## config.mk

```make
export PLATFORM = sky130hd
export DESIGN_NAME = apb4_mst
export DESIGN_NICKNAME = d
export VERILOG_FILES = /design/src/rtl/apb4_mst.sv
export SDC_FILE = /design/constraint.sdc
export NUM_CORES = 1
export LEC_CHECK = 0
export CAP_MARGIN = 10
export CORE_ASPECT_RATIO = 0.6
export CORE_UTILIZATION = 43
export CTS_CLUSTER_SIZE = 30
export DETAILED_ROUTE_END_ITERATION = 10
export PLACE_DENSITY = 0.95
export REMOVE_ABC_BUFFERS = 1
export SYNTH_ARGS = -nofsm -noshare
export SYNTH_HDL_FRONTEND = slang
export SYNTH_SLANG_ARGS = --single-unit
```

## constraint.sdc

```tcl
create_clock -name clk_i -period 4.3 [get_ports clk_i]
set_input_delay 0.86 -clock clk_i [delete_from_list [all_inputs] [get_ports clk_i]]
set_output_delay 0.86 -clock clk_i [all_outputs]
set_load 0.1 [all_outputs]
```

## src/rtl/apb4_mst.sv

```systemverilog
`default_nettype none
// ============================================================================
// Module   : apb4_mst
// Brief    : APB4 initiator turning a valid/ready request/response handshake
//            into APB4 SETUP/ACCESS transfers, one transfer outstanding.
//            Optional ACCESS watchdog enabled by APB4_MST_TIMEOUT_EN.
// Revision : 1.0 - initial release
// ============================================================================
module apb4_mst #(
    parameter int ADDR_WIDTH  = 32,
    parameter int DATA_WIDTH  = 32,
    parameter int TIMEOUT_CYC = 255
) (
    input  logic                    clk_i,
    input  logic                    rst_n_i,
    input  logic                    req_valid_i,
    output logic                    req_ready_o,
    input  logic [ADDR_WIDTH-1:0]   req_addr_i,
    input  logic                    req_write_i,
    input  logic [DATA_WIDTH-1:0]   req_wdata_i,
    input  logic [DATA_WIDTH/8-1:0] req_strb_i,
    input  logic [2:0]              req_prot_i,
    output logic                    resp_valid_o,
    input  logic                    resp_ready_i,
    output logic [DATA_WIDTH-1:0]   resp_rdata_o,
    output logic                    resp_err_o,
    output logic [ADDR_WIDTH-1:0]   paddr_o,
    output logic [2:0]              pprot_o,
    output logic                    psel_o,
    output logic                    penable_o,
    output logic                    pwrite_o,
    output logic [DATA_WIDTH-1:0]   pwdata_o,
    output logic [DATA_WIDTH/8-1:0] pstrb_o,
    input  logic [DATA_WIDTH-1:0]   prdata_i,
    input  logic                    pready_i,
    input  logic                    pslverr_i
);

    localparam int         c_strb_w    = DATA_WIDTH / 8;
    localparam logic [1:0] c_st_idle   = 2'd0;
    localparam logic [1:0] c_st_setup  = 2'd1;
    localparam logic [1:0] c_st_access = 2'd2;
    localparam logic [1:0] c_st_resp   = 2'd3;

    if (((DATA_WIDTH % 8) != 0) || (TIMEOUT_CYC < 1) || (TIMEOUT_CYC > 65535)) begin : g_param_check
        $error("apb4_mst: illegal DATA_WIDTH or TIMEOUT_CYC");
    end

    logic [1:0]            r_state;
    logic [1:0]            w_state_nxt;
    logic                  w_accept;
    logic                  w_timeout;

    logic [ADDR_WIDTH-1:0] r_paddr;
    logic [2:0]            r_pprot;
    logic                  r_pwrite;
    logic [DATA_WIDTH-1:0] r_pwdata;
    logic [c_strb_w-1:0]   r_pstrb;
    logic [DATA_WIDTH-1:0] r_rdata;
    logic                  r_err;

    assign w_accept = req_valid_i & req_ready_o;

`ifdef APB4_MST_TIMEOUT_EN
    // Abort on the ACCESS cycle whose stall would bring the count to TIMEOUT_CYC.
    localparam logic [15:0] c_timeout_last = 16'(TIMEOUT_CYC - 1);

    logic [15:0] r_wait_cnt;

    always_ff @(posedge clk_i or negedge rst_n_i) begin
        if (!rst_n_i) begin
            r_wait_cnt <= '0;
        end else if (w_accept) begin
            r_wait_cnt <= '0;
        end else if ((r_state == c_st_access) && !pready_i && (r_wait_cnt != 16'hFFFF)) begin
            r_wait_cnt <= r_wait_cnt + 16'd1;
        end
    end

    assign w_timeout = (r_state == c_st_access) & ~pready_i & (r_wait_cnt >= c_timeout_last);
`else
    assign w_timeout = 1'b0;
`endif

    always_ff @(posedge clk_i or negedge rst_n_i) begin
        if (!rst_n_i) begin
            r_state <= c_st_idle;
        end else begin
            r_state <= w_state_nxt;
        end
    end

    always_comb begin
        w_state_nxt = r_state;
        case (r_state)
            c_st_idle: begin
                if (w_accept) w_state_nxt = c_st_setup;
            end
            c_st_setup: begin
                w_state_nxt = c_st_access;
            end
            c_st_access: begin
                if (pready_i || w_timeout) w_state_nxt = c_st_resp;
            end
            c_st_resp: begin
                if (resp_ready_i) w_state_nxt = req_valid_i ? c_st_setup : c_st_idle;
            end
            default: begin
                w_state_nxt = c_st_idle;
            end
        endcase
    end

    always_comb begin
        psel_o       = 1'b0;
        penable_o    = 1'b0;
        resp_valid_o = 1'b0;
        req_ready_o  = 1'b0;
        case (r_state)
            c_st_idle: begin
                req_ready_o = 1'b1;
            end
            c_st_setup: begin
                psel_o = 1'b1;
            end
            c_st_access: begin
                psel_o    = 1'b1;
                penable_o = 1'b1;
            end
            c_st_resp: begin
                resp_valid_o = 1'b1;
                req_ready_o  = resp_ready_i;
            end
            default: begin
                req_ready_o = 1'b0;
            end
        endcase
    end

    // Request fields only load on acceptance, so they hold through RESP and IDLE.
    always_ff @(posedge clk_i or negedge rst_n_i) begin
        if (!rst_n_i) begin
            r_paddr  <= '0;
            r_pprot  <= '0;
            r_pwrite <= 1'b0;
            r_pwdata <= '0;
            r_pstrb  <= '0;
        end else if (w_accept) begin
            r_paddr  <= req_addr_i;
            r_pprot  <= req_prot_i;
            r_pwrite <= req_write_i;
            r_pwdata <= req_wdata_i;
            r_pstrb  <= req_write_i ? req_strb_i : '0;
        end
    end

    always_ff @(posedge clk_i or negedge rst_n_i) begin
        if (!rst_n_i) begin
            r_rdata <= '0;
            r_err   <= 1'b0;
        end else if (r_state == c_st_access) begin
            if (pready_i) begin
                r_rdata <= r_pwrite ? '0 : prdata_i;
                r_err   <= pslverr_i;
            end else if (w_timeout) begin
                r_rdata <= '0;
                r_err   <= 1'b1;
            end
        end
    end

    assign paddr_o      = r_paddr;
    assign pprot_o      = r_pprot;
    assign pwrite_o     = r_pwrite;
    assign pwdata_o     = r_pwdata;
    assign pstrb_o      = r_pstrb;
    assign resp_rdata_o = r_rdata;
    assign resp_err_o   = r_err;

endmodule
`default_nettype wire

```

==> results by group, run 1 <==
Status
  – Status: finished clean

Cells and area
  – Share of cells above drive strength 1: a little under a fifth
  – Ant diodes: 0
  – Number of fill cells: about 660
  – Sequential Area: between 2000 and 3000 um^2
  – Area growth, synth to finish: 59.7%
  – Area occupied by multi-input gates: ~1500 um^2
  – Layout Nets: around 660

Synthesis
  – Post-synth top area share: roughly three fifths
  – Adder-cell area share of the yosys netlist: less than 1%
  – Multiplexer share of the synthesized area: 19.6%
  – Post-synth top area cell: dfrtp_1
  – Largest family of logic cells by synthesized area: multiplexers
  – Post-synth EDFFs: 0
  – Synth cell types: 23
  – Synth Area in Compound Gates: 5.86%
  – Avg Cell Area, Syn: between 10 and 15 um^2
  – Seq cells post-synth: around 110
  – Synthesized area: about 4400 um^2
  – Largest cells by area after synthesis: dfrtp_1 (62%), mux2_2 (13%), mux2_4 (6.9%), o21ai_0 (4.7%), nand2b_1 (4.6%)
  – Xor and xnor area share after synthesis: 0%
  – Sequential-to-total area share from yosys stat: between 60 and 70%
  – Ys flop type: dfrtp_1
  – Post-Syn Instances: 322
  – Most common cell in the netlist: dfrtp_1
  – Async S/R FF share, synth: 100%
  – YS warnings: 0
  – Area share of and/or/nand/nor cells after synthesis: a little under a tenth
  – Top cells by count, synth: dfrtp_1 (107), mux2_2 (49), o21ai_0 (41), nand2_1 (33), nand2b_1 (32)

Timing
  – Minimum clock period: between 3000 and 4000 ps
  – Fin Setup TNS: 0 ps
  – Final Hold Vio Count: 0
  – Finish-stage setup viols: 0
  – Relative slew slack: between 20% and 30%
  – Skew final: around 6.6 ps
  – Final Max Tran Viols: 0
  – RSZ-0062 raised after global routing: false
  – Fmax: about 310 MHz
  – Least-Margin Pin Slew: ~1100 ps
  – Final Cycle Share: between 70% and 80%

Placement
  – GP Congestion: approximately 0.9
  – Hpwl dp: between 8 and 9 mm
  – IO Port Bufs: approximately 220

GRT
  – Largest net degree at the start of global routing: 66
  – First-pass GRT wire length: between 15 and 20 mm
  – GRT Total Usage: between 20 and 25%
  – Initial antenna violation count: 0
  – Grt ovf: 0
  – Vias in the first global route: roughly 3500

Clock network
  – Clk slew on worst S/H paths: ~70 ps
  – CTS tree: done
  – Clock Tree Buf Depth: 2
  – CTS sink cnt: roughly 110
  – Postcts setup bufs: 0
  – Post-CTS sizing: 0
  – Clk root buf: clkbuf_16
  – Clock latency on the worst-skew pair: around 330 ps
  – CTS HTree Levels: 3
  – Num CTS Buffers: 9
  – Hold-fix buffers at CTS: 0

Worst setup path
  – Crit path DAT: between 2000 and 2500 ps
  – Startpoint Class: register
  – CP max FO: 5
  – CP endpoint kind: primary output
  – Crit path kind: register to primary output
  – CP required: 3440 ps

Route
  – DRT Wirelength: between 10 and 15 mm
  – Via/cell ratio: roughly 4.9
  – Drt first pass iters: 4
  – Total number of vias: about 3300
  – Wire per inst: about 17 um
  – Residual DRC: 0
  – Post-route ant nets: 0
  – 1st-iter DRT viols: 167

Floorplanning
  – DIE WIDTH: approximately 130 um
  – Row cnt: 28
  – Num ports: approximately 220
  – Die area: about 11000 um^2
  – Initial Util: between 40 and 50%
  – Core area: 9840 um^2
  – DIE HEIGHT: 79.9 um

Flow run
  – Max-cap violation count: 0

Worst hold path
  – Hold crit path type: register to register
-- cell families (layout without fill, tap and decap cells) --
kind of cell / Yosys count / count (layout)
AOI/OAI and AO/OA: 46 / 46
adders and majority gates: 3 / 3
buffers and inverters: 20 / 247
DFF: 107 / 107
muxes: 69 / 69
and+or+nand+nor: 77 / 77
-- flip-flops by register name (all words and copies together) (netlist names) --
signal / cells
resp_err_o: 1
pwrite_o: 1
pprot_o: 3
pwdata_o: 32
r_state: 2
pstrb_o: 4
resp_rdata_o: 32
paddr_o: 32
-- final cells by class --
type	count	area share [%]
clock buffers	9	3.24
clock inverters	7	0.846
inverters	3	0.162
multi-input cells	195	22.2
flip-flops and latches	107	38.5
well taps	135	2.43
repair buffers	228	32.6
-- path summary, 6_finish.rpt --
kind / from / to / slack (ps) / depth (start not counted)
worst max-delay path: r_state[0] / psel_o / 1120 / 3
min in group asynchronous: rst_n_i / resp_rdata_o[20] / 590 / 1
max in group asynchronous: rst_n_i / paddr_o[24] / 2860 / 2
worst max register to register: r_state[0] / pwdata_o[16] / 1760 / 6
worst min-delay path: resp_rdata_o[13] / resp_rdata_o[13] / 490 / 2
worst min register to register: resp_rdata_o[13] / resp_rdata_o[13] / 490 / 2
-- worst max-delay path, stage by stage (launching register included) --
cell and delay (ps):
dfrtp_1 410, inv_1 90, ha_1 330, clkdlybuf4s50_1 1150
-- cell usage in the layout, fill, tap and decap left out, types with 2 or more instances in the layout --
master | Yosys | routed
mux2_4 | 20 | 20
clkdlybuf4s50_1 | 0 | 216
ha_1 | 3 | 3
dfrtp_1 | 107 | 107
nor2b_1 | 3 | 3
inv_6 | 0 | 3
or2_2 | 2 | 2
nand2b_1 | 32 | 32
buf_4 | 4 | 11
nand3_1 | 5 | 5
o21ai_0 | 41 | 41
mux2_2 | 49 | 49
nand2_1 | 33 | 33
inv_1 | 3 | 3
clkbuf_16 | 0 | 9
-- metrics by stage --
step                utilization (%)  worst slack [ps]  instances  hold slack [ps]  instance area [um^2]
floorplan                         -              1040        305              538                  4230
global placement               67.7              1260        668              462                  6670
detailed placement             67.7              1200        668              473                  6670
CTS                            70.6              1110        684              489                  6950
global route                   70.6              1010        684              511                  6950
finish                         70.6              1120        684              486                  6950
-- layer usage --
metal  wire length, um  vias to the layer above  GRT usage (%)
met5                 0                        -              0
met4               144                        0           6.05
met3               768                       17           6.67
met2              5510                      147           36.9
met1              5160                     1620           28.8
li1                  -                     1535              -
Power of run 1 is left out: the tool's default activity adds up to more than one toggle a clock period on the data nets, which glitch-free logic cannot reach.
==> run 2: changes to the inputs <==
--- a/config.mk
+++ b/config.mk
@@ -7,10 +7,10 @@
 export LEC_CHECK = 0
 export CAP_MARGIN = 10
 export CORE_ASPECT_RATIO = 0.6
-export CORE_UTILIZATION = 43
+export CORE_UTILIZATION = 40
 export CTS_CLUSTER_SIZE = 30
 export DETAILED_ROUTE_END_ITERATION = 10
-export PLACE_DENSITY = 0.95
+export PLACE_DENSITY = 0.9
 export REMOVE_ABC_BUFFERS = 1
 export SYNTH_ARGS = -nofsm -noshare
 export SYNTH_HDL_FRONTEND = slang
==> constraint.sdc (replaced) <==
create_clock -name clk_i -period 3.27 [get_ports clk_i]
set_input_delay 0.654 -clock clk_i [delete_from_list [all_inputs] [get_ports clk_i]]
set_output_delay 0.654 -clock clk_i [all_outputs]
set_load 0.1 [all_outputs]
==> run 2 against run 1 <==
  * Core utilization is 7.0 points lower
  * First-iteration DRC count fell by 53%
  * Hold slack got worse by 140 ps
  * Via count shrank 2.0%
  * Sequential share of layout area rose by 1.3 points
  * Register-to-register slack lost 810 ps
  * Clock skew down 1.4 ps
  * Non-clock buffer count shrank 1
  * Setup slack worse by 400 ps
  * Final area decreased by 3.4%
  * Critical path type is now primary input to primary output
==> results by group, run 2 (synthesis gave the netlist of run 1 again) <==
Placement
  – Hpwl dp: between 8 and 9 mm
  – GP Congestion: between 0.8 and 0.9
  – Dpl cell area: between 6000 and 7000 um^2
  – IO Port Bufs: between 200 and 250

Flow run
  – Max-cap violation count: 0

Floorplanning
  – Row cnt: 29
  – DIE WIDTH: 137 um
  – Die area: 11300 um^2
  – Initial Util: between 40% and 50%
  – DIE HEIGHT: approximately 83 um
  – Num ports: ~220
  – Core area: roughly 11000 um^2

Route
  – Residual DRC: 0
  – Post-route ant nets: 0
  – Drt first pass iters: 4
  – DRT Wirelength: between 10 and 15 mm
  – Total number of vias: around 3300
  – Via/cell ratio: around 4.7
  – Wire per inst: 15.6 um
  – 1st-iter DRT viols: just under 80

Clock network
  – CTS sink cnt: 107
  – Clock Tree Buf Depth: 2
  – CTS HTree Levels: 3
  – CTS tree: done
  – Hold-fix buffers at CTS: 0
  – Clk slew on worst S/H paths: about 70 ps
  – Postcts setup bufs: 0
  – Clk root buf: clkbuf_16
  – Clock latency on the worst-skew pair: between 300 and 400 ps
  – Num CTS Buffers: 9
  – Post-CTS sizing: 0

Worst setup path
  – Critical path, cell by cell: clkdlybuf4s50_1 > a21oi_4 > or2_2 > inv_1 > buf_12
  – Startpoint Class: primary input
  – CP Buf/Inv Count: 3
  – Critical path's slowest cell: clkdlybuf4s50_1
  – Crit-path leading delay family: buffers and inverters
  – CP required: 2620 ps
  – CP endpoint kind: primary output
  – Crit path DAT: 1890 ps
  – CP max FO: 6
  – Crit-path max cell delay: 530 ps
  – Crit path kind: primary input to primary output

GRT
  – Largest net degree at the start of global routing: between 50 and 60
  – Vias in the first global route: ~3300
  – Initial antenna violation count: 0
  – GRT Total Usage: 19.4%
  – Grt ovf: 0
  – First-pass GRT wire length: between 15 and 20 mm

Timing
  – Fmax: a little under 400 MHz
  – Relative slew slack: between 50 and 60%
  – Minimum clock period: 2550 ps
  – Final Hold Vio Count: 0
  – Final Max Tran Viols: 0
  – Least-Margin Pin Slew: about 670 ps
  – RSZ-0062 raised after global routing: false
  – Finish-stage setup viols: 0
  – Fin Setup TNS: 0 ps
  – Final Cycle Share: 77.9%
  – Skew final: about 5.3 ps

Status
  – Status: finished clean

Cells and area
  – Ant diodes: 0
  – Area growth, synth to finish: 54.3%
  – Number of fill cells: about 810
  – Share of cells above drive strength 1: a little under two fifths
  – Most frequent cells in the layout: buf_4 (114), clkdlybuf4s50_1 (108), dfrtp_1 (107)
  – Fin area: approximately 6700 um^2
  – Layout Nets: roughly 660
  – Leading cell type in the layout, fill and taps excluded: buf_4
  – Final core utilization: ~64%

Worst hold path
  – Hold crit path type: primary input to asynchronous set/reset pin
-- run 2: cell types whose count changed in the layout (fill, tap and decap cells not counted), sizes merged --
cell	previous run	this run
clkdlybuf4s50	216	108
clkinvlp	1	3
inv	7	4
clkinv	2	1
clkbuf	9	10
buf	12	119
-- run 2: routing by layer --
metal / GRT usage [%] / vias up / share of wire (%)
li1: - / 1535 / -
met1: 24.6 / 1582 / 42
met2: 32.4 / 131 / 48
met3: 6.84 / 4 / 9.1
met4: 3.03 / 0 / 0.24
met5: 0 / - / 0
-- run 2: worst register-to-register path, delay by kind of cell (launching register included) --
| kind | cells | cell delay (ps) |
|---|---|---|
| adder cells (fa/ha/maj) | 1 | 350 |
| buffers and inverters | 2 | 360 |
| flip-flops | 1 | 420 |
| multiplexers | 1 | 360 |
| AND/OR/NAND/NOR | 2 | 710 |
-- run 2: metrics by stage --
step | hold WS [ps] | cells | setup WS (ps)
floorplan | 358 | 305 | 11.8
global placement | 462 | 671 | 703
detailed placement | 472 | 671 | 634
CTS | 372 | 686 | 725
global route | 397 | 686 | 673
finish | 351 | 686 | 721
-- run 2: cell type report --
type	instances	area [um^2]	share of cell area [%]
Inverter	3	11.3	0.168
Multi-Input combinational cell	195	1550	23.0
Clock buffer	10	229	3.41
Timing Repair Buffer	227	2040	30.3
Sequential cell	107	2680	39.9
Clock inverter	5	40.0	0.596
Tap cell	139	174	2.59
-- run 2: path summary, 6_finish.rpt --
check                           startpoint              end  slack [ps]  cells after the start
max                           resp_ready_i      req_ready_o         720                      5
max reg2reg                     r_state[0]      paddr_o[26]         950                      6
max in group asynchronous          rst_n_i      paddr_o[26]        2170                      2
min                                rst_n_i      paddr_o[14]         350                      1
min in group clk_i         resp_rdata_o[8]  resp_rdata_o[8]         480                      2
min reg2reg                resp_rdata_o[8]  resp_rdata_o[8]         480                      2
Power of run 2 is left out for the same reason.
==> run 3: changes to the inputs <==
==> constraint.sdc (replaced) <==
create_clock -name clk_i -period 2.39 [get_ports clk_i]
set_input_delay 0.478 -clock clk_i [delete_from_list [all_inputs] [get_ports clk_i]]
set_output_delay 0.478 -clock clk_i [all_outputs]
set_load 0.1 [all_outputs]
==> run 3 against run 2 <==
  * Setup slack got worse by 590 ps
  * Clock skew is 3.8 ps higher
  * Die area unchanged
  * Count of clock-buffer cells in the layout is 1 higher
  * Final area rose by 1.8%
  * Register-to-register slack got worse by 620 ps
  * Core utilization increased by 1.1 points
  * Global-route usage increased by 0.69 points
  * Final cell count is 1.7% higher
  * Sequential share of layout area is 0.71 points lower
  * Flip-flop and latch count stayed put
  * Highest routed layer unchanged
==> results by group, run 3 (synthesis gave the netlist of run 1 again) <==
Status
  – Status: finished clean

GRT
  – Vias in the first global route: 3429
  – GRT Total Usage: about a fifth
  – Initial antenna violation count: 0
  – First-pass GRT wire length: about 17 mm
  – Largest net degree at the start of global routing: 50
  – Grt ovf: 0

Floorplanning
  – Die area: about 11000 um^2
  – DIE HEIGHT: 82.8 um
  – Row cnt: 29
  – Initial Util: between 40% and 50%
  – Core area: about 11000 um^2
  – DIE WIDTH: approximately 140 um
  – Num ports: approximately 220

Worst setup path
  – Reg2reg path depth: 6
  – R2R setup slack: roughly 330 ps
  – CP max FO: 5
  – Crit path DAT: between 1500 and 2000 ps
  – CP required: 1910 ps
  – Crit path launch: r_state[1]
  – CP endpoint kind: primary output
  – Reg2reg start: r_state[1]
  – Startpoint Class: register
  – R2R Path End: paddr_o[23]
  – Crit path kind: register to primary output

Clock network
  – Clock latency on the worst-skew pair: 340 ps
  – CTS sink cnt: 107
  – Num CTS Buffers: 9
  – Clock Tree Buf Depth: 2
  – Clk root buf: clkbuf_16
  – Clk slew on worst S/H paths: about 70 ps
  – CTS tree: done
  – CTS HTree Levels: 3

Timing
  – Final Max Tran Viols: 0
  – Fmax: about 440 MHz
  – RSZ-0062 raised after global routing: false
  – Final Hold Vio Count: 0
  – Relative slew slack: 65.4%
  – Skew final: 9.03 ps
  – Least-Margin Pin Slew: roughly 520 ps
  – Finish-stage setup viols: 0
  – Minimum clock period: ~2300 ps
  – Final Cycle Share: between 90% and 100%

Cells and area
  – Share of cells above drive strength 1: roughly 40%
  – Number of fill cells: 761
  – Area growth, synth to finish: 57.1%
  – Layout Nets: 667
  – Ant diodes: 0
  – Final core utilization: approximately 65%
  – Leading cell type in the layout, fill and taps excluded: buf_4
  – Fin area: 6840 um^2
  – Most frequent cells in the layout: buf_4 (123), clkdlybuf4s50_1 (108), dfrtp_1 (107)

Route
  – Post-route ant nets: 0
  – Total number of vias: between 3000 and 4000
  – Via/cell ratio: 4.69
  – DRT Wirelength: 10.8 mm
  – Residual DRC: 0
  – 1st-iter DRT viols: 90
  – Wire per inst: 15.5 um
  – Drt first pass iters: 4

Placement
  – Hpwl dp: 8.36 mm
  – Dpl cell area: between 6000 and 7000 um^2
  – GP Congestion: 0.851
  – IO Port Bufs: approximately 220

Flow run
  – Max-cap violation count: 0

Worst hold path
  – Hold crit path type: primary input to asynchronous set/reset pin
run 3: changes by cell type in the layout (fill, tap and decap cells not counted):
cell | previous run | this run
clkbuf_8 | 0 | 1
inv_2 | 0 | 1
clkinvlp_4 | 3 | 2
buf_12 | 5 | 7
clkinv_2 | 0 | 1
buf_4 | 114 | 123
or2_4 | 0 | 1
inv_1 | 3 | 2
or2_2 | 2 | 1
run 3: worst max path at each step:
stage	to	cells after the start
floorplan	pwrite_o	5
global placement	paddr_o[25]	5
detailed placement	paddr_o[23]	5
CTS	req_ready_o	6
global route	req_ready_o	6
finish	req_ready_o	6
run 3: cell type report:
class | count | area (um^2) | share of cell area, %
clock buffer | 11 | 243 | 3.55
clock inverter | 5 | 37.5 | 0.549
inverter | 3 | 11.3 | 0.165
multi-input combinational | 195 | 1550 | 22.7
sequential | 107 | 2680 | 39.2
tap | 139 | 174 | 2.54
timing repair buffer | 238 | 2140 | 31.4
run 3: repair_timing:
action                                  CTS  global route
hold endpoints to repair                  0             0
endpoints found under the setup margin    1             1
gates resized for setup                   0             2
setup buffers                             1             1
hold buffers                              0             0
run 3: metrics by stage:
| step | hold slack [ps] | setup TNS (ps) | setup WS [ps] | std cells |
|---|---|---|---|---|
| detailed placement | 475 | 0 | 180 | 680 |
| global placement | 461 | 0 | 209 | 680 |
| global route | 129 | 0 | 42.5 | 698 |
| floorplan | 182 | -71680 | -868 | 305 |
| CTS | 115 | 0 | 11.0 | 697 |
| finish | 109 | 0 | 136 | 698 |
run 3: worst max-delay path: stages (launching register included):
cell and delay (ps):
dfrtp_1 380, inv_1 80, ha_1 300, buf_4 170, or2_4 270, inv_2 70
buf_12 170
run 3: per-layer routing:
| layer | vias up | global-route usage (%) | wire length, um |
|---|---|---|---|
| met4 | 0 | 3.74 | 59 |
| met3 | 7 | 7.81 | 1040 |
| met2 | 141 | 32.9 | 5140 |
| li1 | 1562 | - | - |
| met1 | 1561 | 25.3 | 4560 |
| met5 | - | 0 | 0 |
Power of run 3 is left out for the same reason.
